**config.mk**
```make
export PLATFORM = sky130hd
export DESIGN_NAME = barrel_shift_arbiter
export DESIGN_NICKNAME = d
export VERILOG_FILES = /design/src/rtl/barrel_shift_arbiter.sv
export SDC_FILE = /design/constraint.sdc
export NUM_CORES = 1
export LEC_CHECK = 0
export ABC_AREA = 1
export CORE_MARGIN = 5
export CORE_UTILIZATION = 49
export DETAILED_ROUTE_END_ITERATION = 7
export PLACE_DENSITY = 0.94
export SYNTH_ARGS = -nofsm -noshare
export SYNTH_HDL_FRONTEND = slang
export SYNTH_SLANG_ARGS = --single-unit
```
**constraint.sdc**
```tcl
create_clock -name clk -period 3.4 [get_ports clk]
set_clock_uncertainty 0.15 [all_clocks]
set_input_delay 0.68 -clock clk [delete_from_list [all_inputs] [get_ports clk]]
set_output_delay 0.68 -clock clk [all_outputs]
set_load 0.05 [all_outputs]
```
**src/rtl/barrel_shift_arbiter.sv**
```systemverilog
// Purpose: two requesters share one rotate-right barrel shifter, round-robin arbitrated.
// Latency: 1 cycle from accept edge to out_valid; result held until out_ready.
// Backpressure: no accept while a result is held or in its handshake cycle.
// Optional: define ARB_FIXED_PRIO_EN for fixed priority (requester 0 wins ties).
module barrel_shift_arbiter #(
    parameter int WIDTH = 8,
    parameter int SHW   = 3,
    parameter int CNTW  = 16
) (
    input  logic             clk,
    input  logic             rst,
    input  logic             req0_valid,
    output logic             req0_ready,
    input  logic [WIDTH-1:0] req0_data,
    input  logic [SHW-1:0]   req0_amt,
    input  logic             req1_valid,
    output logic             req1_ready,
    input  logic [WIDTH-1:0] req1_data,
    input  logic [SHW-1:0]   req1_amt,
    output logic             out_valid,
    input  logic             out_ready,
    output logic [WIDTH-1:0] out_data,
    output logic             out_id,
    output logic             busy,
    output logic [CNTW-1:0]  txn_cnt
);

    typedef enum logic {
        IDLE = 1'b0,
        HOLD = 1'b1
    } state_t;

    state_t             r_state;
    state_t             w_next;
    logic               r_last_grant;
    logic [WIDTH-1:0]   r_out_data;
    logic               r_out_id;
    logic [CNTW-1:0]    r_txn_cnt;

    logic               w_grant1;
    logic               w_accept;
    logic [WIDTH-1:0]   w_sel_data;
    logic [SHW-1:0]     w_sel_amt;
    logic [2*WIDTH-1:0] w_dbl;
    logic [WIDTH-1:0]   w_rot;

    // Arbitration: pick requester 1 when it is the only one, or on a tie when it is its turn.
    always_comb begin
`ifdef ARB_FIXED_PRIO_EN
        w_grant1 = req1_valid && !req0_valid;
`else
        w_grant1 = req1_valid && (!req0_valid || !r_last_grant);
`endif
        w_accept   = !rst && (r_state == IDLE) && (req0_valid || req1_valid);
        req0_ready = w_accept && !w_grant1;
        req1_ready = w_accept && w_grant1;
    end

    // Rotate right: shifting a doubled copy brings wrapped bits into the low half.
    always_comb begin
        w_sel_data = w_grant1 ? req1_data : req0_data;
        w_sel_amt  = w_grant1 ? req1_amt  : req0_amt;
        w_dbl      = {w_sel_data, w_sel_data} >> w_sel_amt;
        w_rot      = w_dbl[WIDTH-1:0];
    end

    // Next-state: IDLE waits for an accept, HOLD waits for the consumer.
    always_comb begin
        w_next = r_state;
        case (r_state)
            IDLE:    if (w_accept)  w_next = HOLD;
            HOLD:    if (out_ready) w_next = IDLE;
            default: w_next = IDLE;
        endcase
    end

    // State register.
    always_ff @(posedge clk) begin
        if (rst) r_state <= IDLE;
        else     r_state <= w_next;
    end

    // Capture the winner's result on accept; count completed output handshakes.
    always_ff @(posedge clk) begin
        if (rst) begin
            r_out_data   <= '0;
            r_out_id     <= 1'b0;
            r_last_grant <= 1'b1;
            r_txn_cnt    <= '0;
        end else if (w_accept) begin
            r_out_data   <= w_rot;
            r_out_id     <= w_grant1;
            r_last_grant <= w_grant1;
        end else if ((r_state == HOLD) && out_ready) begin
            r_txn_cnt    <= r_txn_cnt + 1'b1;
        end
    end

    assign out_valid = (r_state == HOLD);
    assign busy      = (r_state != IDLE);
    assign out_data  = r_out_data;
    assign out_id    = r_out_id;
    assign txn_cnt   = r_txn_cnt;

endmodule

```
Word level (Yosys, flattened, before mapping):

Cells that the tools add are included.

* bits in registers: 27
* bits in latches: 0
* bits in writable memories: 0
* memory bits (read-only): 0
* bits of input ports: 27
* output and inout port bits: 29
* logic and storage cells: 27
* memories kept: 0

* add/subtract/negate cells: 1
* multipliers: 0
* divide/modulo/power cells: 0
* magnitude comparators: 0
* eq/ne operators: 0
* shift-type cells: 1
* multiplexer cells: 5
* bitwise logic cells: 2
* reductions and logical operators: 13

Operators by type and width (count)
* adder 16 x 1 -> 16 bit, second input constant: 1
* right shift 16 x 3 -> 8 bit: 1
* two-way mux 8 bit: 1
* logical AND 1 bit: 6
* logical NOT 1 bit: 4
* two-way mux 3 bit: 1
* logical OR 1 bit: 2
* two-way mux 1 bit: 2
* inverter 1 bit: 2
* case mux 1 bit (2 select lines): 1
* AND reduction 2 bit: 1

Logic depth before layout (Yosys ltp):

* word-level depth: 5
* gate-level depth with buffers: 11

Worst setup path after synthesis:

OpenSTA, ideal clock, no wires.

* path kind: in2out
* from: in rst
* to: out req1_ready
* arrival: 2.060 ns
* required time: 2.570 ns
* slack: 0.510 ns
* stages on the path: 5
* path buffers: 2
* path through: buf_2 > nor3_4 > inv_2 > buf_2 > nor2_1

* cells in the longest elaborated chain, start to end: 4

Ends and longest elaborated chain
* from (decl): RTL line 11 `input logic rst,`
* logical NOT 1 bit: RTL line 54 `w_accept = !rst && (r_state == IDLE) && (req0_valid || req1_valid);`
* logical AND 1 bit (2 in a row): RTL line 54
* logical AND 1 bit: RTL line 56 `req1_ready = w_accept && w_grant1;`
* to (decl): RTL line 17 `output logic req1_ready,`

No other way between the ends.

Worst setup path after layout:

* from: in req0_valid
* to: out req0_ready

* cells in the longest elaborated chain, start to end: 5
* elaborated cells between the ends (all ways): 7
* those cells by class: 7 x reduce/logical

Ends and longest elaborated chain
* from (decl): RTL line 12 `input logic req0_valid,`
* logical NOT 1 bit: RTL line 52 `w_grant1 = req1_valid && (!req0_valid || !r_last_grant);`
* logical OR 1 bit: RTL line 52
* logical AND 1 bit: RTL line 52
* logical NOT 1 bit: RTL line 55 `req0_ready = w_accept && !w_grant1;`
* logical AND 1 bit *: RTL line 55
* to (decl): RTL line 13 `output logic req0_ready,`

Mark *: on every way between the ends. The rest lies on a longest branch, timed or not.

==> run_results.csv <==
group,metric,value,unit
cells_and_area,final_layout_net_count,345,
synth,synth_warnings,0,
synth,synth-edff-count,0,
run,drv.max_cap_violation_count,0,
detailed_routing,drt_first_pass_iters,4,
critical_path,worst_setup_path_endpoint,"req0_ready",
synth,synth_area_per_cell,6.52,um2
floorplan,io-pin-count,56,
critical_path,crit_path_cell_trace,"clkdlybuf4s50_1 -> nor2_1 -> nor3_4 -> inv_2 -> nor2_1 -> buf_12",
cells_and_area,post-route-util,0.699,
sta,slew_limit_headroom,0.651,
floorplan,starting_density_of_the_core,0.508,
clock_tree,clockBufferDepth,2,
synth,yosys_most_used_dff,"sky130_fd_sc_hd__dfxtp_1",
global_route,number_of_antenna_violations_at_the_first_check_in_global_routing,0,
global_route,grt_use_total,0.203,
global_route,global_route_wire_length_before_repair,7430,um
clock_tree,insertion_delay,0.33,ns
critical_path,r2r_worst_path_depth,7,
cells_and_area,antenna_cells,0,
clock_tree,clock-sinks,27,
sta,totalNegativeSetupSlack,0,ns
cells_and_area,final_design_area_no_fill,2330,um2
detailed_routing,antenna_violating_nets_post_route,0,
synth,yosysTopAreaCellShare,0.319,
synth,post-synth-top-count-cell,"sky130_fd_sc_hd__nand2_1",
sta,final-setup-viol-count,0,
critical_path,worstPathRequired,2.57,ns
critical_path,crit_fanout,12,
critical_path,critPathLaunchType,"primary input",
cells_and_area,sequential_cell_area,541,um2
sta,max_freq,349,MHz
detailed_routing,first_iter_violations,135,
synth,synth_cell_type_count,35,
critical_path,criticalPathCategory,"primary input to primary output",
clock_tree,path_clk_slew,0.13,ns
global_route,grt_start_max_net_pins,20,
cells_and_area,area_occupied_by_multi_input_gates,990,um2
floorplan,rows,21,
synth,seq_area_frac_synth,0.319,
sta,tightestPinTransition,0.521,ns
clock_tree,cts_post_setup_buffers_inserted,0,
placed_design,routability_congestion_estimate_from_global_placement,0.932,
run_status,status,"completed",
synth,synth_nets,288,
clock_tree,holdBufCountCts,0,
clock_tree,clock_buffers_created_by_tritoncts,3,
clock_tree,cts_tree,"built",
detailed_routing,post_drt_wl_per_cell,12.0,um
critical_path,worst-endpoint-arrival,2.03,ns
power,powerDensity,333,nW/um2
placed_design,portBuffers,55,
global_route,grt.overflow.total,0,
detailed_routing,detail_route.vias_per_cell,5.22,
sta,period_share,0.842,
floorplan,design.die.area,4730,um2
placed_design,dp.final_hpwl,3570,um
synth,post_synth_instance_area,1690,um2
power,worst_ir_drop_vdd,0.000309,V
cells_and_area,area_growth,37.6,%
floorplan,fp.dieH,68.8,um
critical_path,critPathMostFrequentCell,"sky130_fd_sc_hd__nor2_1",
clock_tree,clock_tree.root_cell,"sky130_fd_sc_hd__clkbuf_4",
critical_path,critical_path.max_stage_delay,0.55,ns
sta,report.final.slew_viol_count,0,
power,post-layout-total-power,0.777,mW
sta,report.final.hold_viol_count,0,
min_path,timing.hold.worst.class,"register to register",
clock_tree,cts-htree-levels,1,
floorplan,core_region_area,3340,um2
power,power.leakage,1.03,nW
synth,synth.ff_latch_count,27,
cells_and_area,n_fill_cell,289,
synth,synth_area_leaders,"sky130_fd_sc_hd__dfxtp_1, sky130_fd_sc_hd__nand2_1, sky130_fd_sc_hd__nand3_1",
detailed_routing,postRouteWirelength,4340,um
global_route,grt_pass1_vias,1735,
clock_tree,postCtsResizedCells,0,
critical_path,critPathCaptureType,"primary output",
critical_path,reg2reg_setup_slack,1.62,ns
synth,synth_area_leader_cell,"sky130_fd_sc_hd__dfxtp_1",
sta,final_period_minus_worst_setup_slack,2.86,ns
synth,synth_cells,260,
critical_path,timing.critical_path.from,"req0_valid",
synth,synth.cells.most_frequent,"sky130_fd_sc_hd__nand2_1, sky130_fd_sc_hd__nand3_1, sky130_fd_sc_hd__dfxtp_1, sky130_fd_sc_hd__inv_1, sky130_fd_sc_hd__nor2_1",
critical_path,crit-reg2reg-launch,"busy$_SDFF_PP0_",
sta,rsz0062_at_grt,"no",
placed_design,placed_cell_area,2300,um2
detailed_routing,vias,1891,
floorplan,die_width,68.8,um
critical_path,worstReg2RegEnd,"txn_cnt[14]$_SDFFE_PP0P_",
synth,synth-async-reset-ratio,0,
cells_and_area,post_route_cells_drive_above_1_share,0.0918,
critical_path,highest_delay_cell_along_the_critical_path,"sky130_fd_sc_hd__clkdlybuf4s50_1",
detailed_routing,drt_drc_violations_left,0,
cells in the final DEF, fill, tap and decap left out, drive strengths merged, types with 3 or more instances in the layout:
| cell | Yosys | final |
|---|---|---|
| inv | 29 | 29 |
| nor3 | 6 | 6 |
| clkbuf | 1 | 3 |
| dfxtp | 27 | 27 |
| clkdlybuf4s50 | 0 | 53 |
| nor2 | 20 | 20 |
| nand4 | 3 | 3 |
| a21oi | 10 | 10 |
| buf | 5 | 5 |
| nand3 | 56 | 56 |
| o21ai | 9 | 9 |
| nand2 | 82 | 82 |
power breakdown:
part           leakage [nW]  switching (mW)  internal [mW]
combinational         0.791           0.179          0.110
clock                0.0139          0.0931         0.0450
sequential            0.220          0.0151          0.335
state kept, by name (all words and copies together) (netlist names):
name and flops:
out_id 1, txn_cnt 16, r_last_grant 1, busy 1, out_data 8
routing by layer:
metal | vias to the layer above | share of wire | global-route usage
met5 | - | 0 | 0
met3 | 4 | 0.041 | 0.0389
met2 | 48 | 0.52 | 0.362
met4 | 0 | 0.0081 | 0.0462
met1 | 873 | 0.44 | 0.251
li1 | 966 | - | -
critical path: cells and delay by family:
family / cells / cell delay (ns)
buffers and inverters: 3 / 0.86
AND/OR/NAND/NOR: 3 / 0.49
worst min-delay path by stage:
stage	endpoint	start	slack (ns)	cells after the start
after detailed placement	out_data[5]$_SDFFE_PP0P_	out_data[5]$_SDFFE_PP0P_	0.32	2
after global placement	out_data[7]$_SDFFE_PP0P_	out_data[7]$_SDFFE_PP0P_	0.32	2
final	out_data[5]$_SDFFE_PP0P_	out_data[5]$_SDFFE_PP0P_	0.34	2
after floorplan	r_last_grant$_SDFFE_PP1P_	r_last_grant$_SDFFE_PP1P_	0.36	2
after global routing	out_data[1]$_SDFFE_PP0P_	out_data[1]$_SDFFE_PP0P_	0.37	2
after CTS	out_data[5]$_SDFFE_PP0P_	out_data[5]$_SDFFE_PP0P_	0.34	2
cell type report:
| cell class | count | area share |
|---|---|---|
| clock buffer | 3 | 0.00966 |
| clock inverter | 1 | 0.00322 |
| inverter | 30 | 0.0515 |
| multi-input combinational | 197 | 0.425 |
| sequential | 27 | 0.232 |
| tap | 46 | 0.0247 |
| timing repair buffer | 58 | 0.254 |
cells by family after synthesis:
kind of cell / count (synthesis) / share of synthesized area
compound gates: 24 / 0.0864
simple gates: 171 / 0.485
fa+ha+maj: 1 / 0.00738
flops: 27 / 0.319
buf+inv: 36 / 0.0968
xor+xnor: 1 / 0.00517
per-stage QoR:
stage,cells,hold WS (ns),setup slack [ns]
2_1_floorplan,260,0.356,0.510
3_3_place_gp,358,0.317,0.554
3_5_place_dp,358,0.318,0.535
4_1_cts,362,0.336,0.525
5_1_grt,362,0.368,0.427
6_report,362,0.337,0.537
Power figures use the tool's default switching activity.
